### config.mk
export PLATFORM = sky130hd
export DESIGN_NAME = divisor_ctrl
export DESIGN_NICKNAME = d
export VERILOG_FILES = /design/src/rtl/divisor_ctrl.sv
export SDC_FILE = /design/constraint.sdc
export NUM_CORES = 1
export LEC_CHECK = 0
export CORE_ASPECT_RATIO = 1.4
export CORE_MARGIN = 4
export CORE_UTILIZATION = 38
export DETAILED_ROUTE_END_ITERATION = 10
export RECOVER_POWER = 25
export SYNTH_ARGS = -nofsm -noshare
export SYNTH_HDL_FRONTEND = slang
export SYNTH_SLANG_ARGS = --single-unit
### constraint.sdc
create_clock -name clock -period 6.9 [get_ports clock]
set_clock_uncertainty 0.1 [all_clocks]
set_input_delay 0.69 -clock clock [delete_from_list [all_inputs] [get_ports clock]]
set_output_delay 0.69 -clock clock [all_outputs]
set_load 0.01 [all_outputs]
### src/rtl/divisor_ctrl.sv
// Programmable clock divider: x toggles every 'period' cycles while running, with a graceful stop.
// Optional divide-by-two output k is enabled by defining DIVISOR_CTRL_K_EN.
module divisor_ctrl #(
   parameter int W = 8
) (
   input  logic         clock,
   input  logic         reset,
   input  logic         start,
   input  logic         stop,
   input  logic [W-1:0] div_half,
   output logic         busy,
   output logic         x,
   output logic         tick,
   output logic         err
`ifdef DIVISOR_CTRL_K_EN
   ,
   output logic         k
`endif
);

   typedef enum logic [1:0] {IDLE, RUN, STOP} state_t;

   localparam logic [W-1:0] ONE = {{(W-1){1'b0}}, 1'b1};

   state_t       state;
   logic [W-1:0] cnt;
   logic [W-1:0] period;
   logic         active;
   logic         wrap;
   logic         stopNow;
   logic         rise;
   logic         toIdle;

   // A stop seen while x is high waits for the falling toggle so the high phase is never cut short.
   assign active  = (state != IDLE);
   assign wrap    = (cnt == period - ONE);
   assign stopNow = (state == RUN) && stop && !x;
   assign rise    = active && !stopNow && wrap && !x;
   assign toIdle  = stopNow || (active && wrap && x && ((state == STOP) || stop));

   always_ff @(posedge clock) begin
      if (reset) begin
         state  <= IDLE;
         cnt    <= '0;
         period <= '0;
         x      <= 1'b0;
         tick   <= 1'b0;
         err    <= 1'b0;
         busy   <= 1'b0;
      end else begin
         tick <= rise;
         err  <= 1'b0;
         case (state)
            IDLE: begin
               if (start) begin
                  if (div_half != '0) begin
                     period <= div_half;
                     cnt    <= '0;
                     busy   <= 1'b1;
                     state  <= RUN;
                  end else begin
                     err <= 1'b1;
                  end
               end
            end
            RUN, STOP: begin
               if (toIdle) begin
                  state <= IDLE;
                  cnt   <= '0;
                  x     <= 1'b0;
                  busy  <= 1'b0;
               end else if (wrap) begin
                  cnt <= '0;
                  x   <= ~x;
               end else begin
                  cnt <= cnt + ONE;
                  if (stop) begin
                     state <= STOP;
                  end
               end
            end
            default: begin
               state <= IDLE;
               cnt   <= '0;
               x     <= 1'b0;
               busy  <= 1'b0;
            end
         endcase
      end
   end

`ifdef DIVISOR_CTRL_K_EN
   // k flips on every rising edge of x and is cleared whenever the divider returns to IDLE.
   always_ff @(posedge clock) begin
      if (reset) begin
         k <= 1'b0;
      end else if (toIdle) begin
         k <= 1'b0;
      end else if (rise) begin
         k <= ~k;
      end
   end
`endif

endmodule

==> results.py <==
metrics = {
    "clocking": {
        "clock_latency_ns": 0.26,
        "cts-hold-fix-buffers": 0,
        "cts_sinks": 22,
        "worst_case_clock_buffer_depth": 2,
        "post_cts_buffers": 0,
        "clock_tree.root_cell": "clkbuf_8",
        "cts_resized": 0,
        "clk_pin_slew_worst_paths_ns": 0.08,
        "tritoncts_clock_tree": "done",
        "htree_levels": 1,
        "cts-buffers-inserted": 3,
    },
    "drt": {
        "drt-pass1-iter-count": 6,
        "first_iter_violations": 22,
        "highest-signal-layer": "met4",
        "drcViolationCount": 0,
        "vias_per_cell": 5.510,
        "wl_met1_um": 1185,
        "wl_met3_um": 89,
        "num_vias": 1124,
        "final_antenna_violating_net_count": 0,
        "met2WireLength_um": 1455,
        "totalWireLength_um": 2818,
        "wl_per_cell_um": 13.81,
    },
    "critical_path": {
        "reg2reg_depth": 6,
        "setup_slack_of_the_most_critical_reg_to_reg_path_ns": 4.12,
        "timing.critical_path.to": "x",
        "setup.worst_path.class": "register to register",
        "worst_ep_required_time_ns": 6.99,
        "worstReg2RegStart": "period[2]",
        "startpoint": "period[2]",
        "critPathArrivalTime_ns": 2.88,
        "critical_path.reg2reg.endpoint": "x",
        "critical_path.startpoint_type": "register",
        "worst-path-max-fanout": 7,
        "setup.worst_path.end_class": "register",
    },
    "floorplan": {
        "initial_utilization_pct": 39.60,
        "boundaryPins": 16,
        "dieArea_um2": 4280,
        "fp.coreArea_um2": 3153,
        "die_height_um": 75.83,
        "floorplan.die.width_um": 56.45,
        "rows": 24,
    },
    "layout": {
        "areaGrowthSynthToFinish_pct": 19.84,
        "fin_nets": 184,
        "post-route-util_pct": 47.46,
        "antenna-diode-count": 0,
        "layout_cell_share_with_drive_strength_beyond_1_pct": 4.848,
    },
    "min_path": {
        "hold_class": "register to register",
    },
    "sta": {
        "fin_tns_setup_ns": 0,
        "fmaxAchievable_mhz": 359.2,
        "final_period_minus_worst_setup_slack_ns": 2.784,
        "final_hold_viol_count": 0,
        "setup-violations-final": 0,
        "tightest_slew_ns": 0.7109,
        "unrepaired_setup_endpoints_after_global_routing": "no",
        "slew_headroom_pct": 51.94,
        "timing_max_transition_violations_final": 0,
        "period_share_pct": 40.34,
    },
    "grt": {
        "grt_first_pass_wirelength_um": 4864,
        "globalRoute.totalOverflow": 0,
        "grtUsageTotal_pct": 14.55,
        "initial_antenna_violation_count": 0,
        "grt_pass1_vias": 1119,
        "grt_start_max_net_pins": 19,
    },
    "synth": {
        "synthesis.instances": 151,
        "ys_dominant_reg_cell": "dfxtp_1",
        "syn_avg_cell_area_um2": 8.270,
        "synth.top_cells.by_count": "22 x dfxtp_1, 21 x nand2_1, 14 x nand3_1, 14 x nor2_1, 13 x a21oi_1",
        "synth_most_common_cell": "dfxtp_1",
        "syn_std_cell_area_um2": 1249,
        "yosysTopAreaCell": "dfxtp_1",
        "synth_area_leaders": "dfxtp_1 35%, xnor2_1 7.0%, nand2_1 6.3%",
        "synth_seq_cells": 22,
        "edff_count_synth": 0,
        "synthesis.yosys.warnings": 0,
        "synth_sequential_area_ratio_pct": 35.27,
        "synth_largest_type_area_fraction_pct": 35.27,
        "mappedNetlistNets": 169,
        "synth_cell_type_count": 37,
        "ys_async_sr_fraction_pct": 0,
    },
    "power_and_ir_drop": {
        "p_total_uw": 355.0,
        "powerDensity_nw_per_um2": 237.3,
        "total_leakage_power_nw": 0.5548,
        "power.ir.vdd_worst_v": 0.0001326,
    },
    "job": {
        "maxcap_viol_count": 0,
    },
    "place": {
        "place_hpwl_um": 2214,
        "gp_congestion": 0.7908,
        "io_buffer_count": 15,
    },
    "outcome": {
        "outcome": "complete, no violations",
    },
}
## stage by stage
step / instance area [um^2] / setup WS, ns / cells / hold WS, ns
CTS: 1496 / 4.127 / 204 / 0.4006
detailed placement: 1425 / 3.919 / 200 / 0.3887
floorplan: 1249 / 4.376 / 151 / 0.3488
global route: 1496 / 3.980 / 204 / 0.4203
global placement: 1425 / 3.956 / 200 / 0.3700
finish: 1496 / 4.116 / 204 / 0.3927
## placed cells by master, fill, tap and decap left out, drive strengths merged, types with 2 or more instances in the layout
cell type,count
clkbuf,3
nand2,21
a31oi,2
nand4,2
nor4,3
o21ai,2
and3,2
or4b,2
clkdlybuf4s50,10
a211oi,2
xnor2,10
inv,6
nor2,14
a21oi,13
ha,6
xor2,6
nand3,14
dfxtp,22
o221a,2
nor3,3
dlygate4sd3,5
## metal layers
metal,GRT usage [%],vias up
met2,27.63,26
li1,-,562
met1,15.52,527
met4,7.652,0
met3,2.203,9
met5,0,-
## kinds of logic (layout without fill, tap and decap cells)
family | after synthesis | in the layout | share of synthesized area [%]
AO/OA/AOI/OAI | 28 | 28 | 15.63
buffers and inverters | 11 | 25 | 3.607
multiplexers | 1 | 1 | 0.9017
XOR/XNOR | 17 | 17 | 13.03
adder cells (fa/ha/maj) | 6 | 6 | 6.012
flip-flops | 22 | 22 | 35.27
AND/OR/NAND/NOR | 66 | 66 | 25.55
## worst min-delay path by stage
stage	start	endpoint	cells after the start
after floorplan	period[7]	period[7]	2
after global placement	period[7]	period[7]	2
after detailed placement	period[7]	period[7]	2
after CTS	period[7]	period[7]	2
after global routing	period[7]	period[7]	2
final	period[7]	period[7]	2
## power breakdown
part / total [mW] / switching, mW / internal, mW
combinational: 0.0877 / 0.0496 / 0.0381
clock: 0.121 / 0.0436 / 0.0775
sequential: 0.146 / 0.0107 / 0.136
total: 0.355 / 0.104 / 0.251
## final cells by class
| cell class | instances | area (um^2) |
|---|---|---|
| clock buffer | 3 | 41.29 |
| clock inverter | 1 | 30.03 |
| fill | 332 | 1657 |
| inverter | 6 | 22.52 |
| multi-input combinational | 118 | 763.2 |
| sequential | 22 | 440.4 |
| tap | 39 | 48.80 |
| timing repair buffer | 15 | 150.1 |
## flip-flops by register name, summed over array words and instances, names as in the netlist
| register | cells |
|---|---|
| busy | 1 |
| x | 1 |
| err | 1 |
| state | 2 |
| tick | 1 |
| period | 8 |
| cnt | 8 |
## critical path: stages, from the launching register on
cell,delay [ns]
dfxtp_1,0.38
or4_1,0.56
or4b_1,0.57
a211oi_2,0.32
and3_1,0.33
mux2_1,0.35
a21oi_1,0.11
Note: power is estimated with default switching activity, not from simulation.
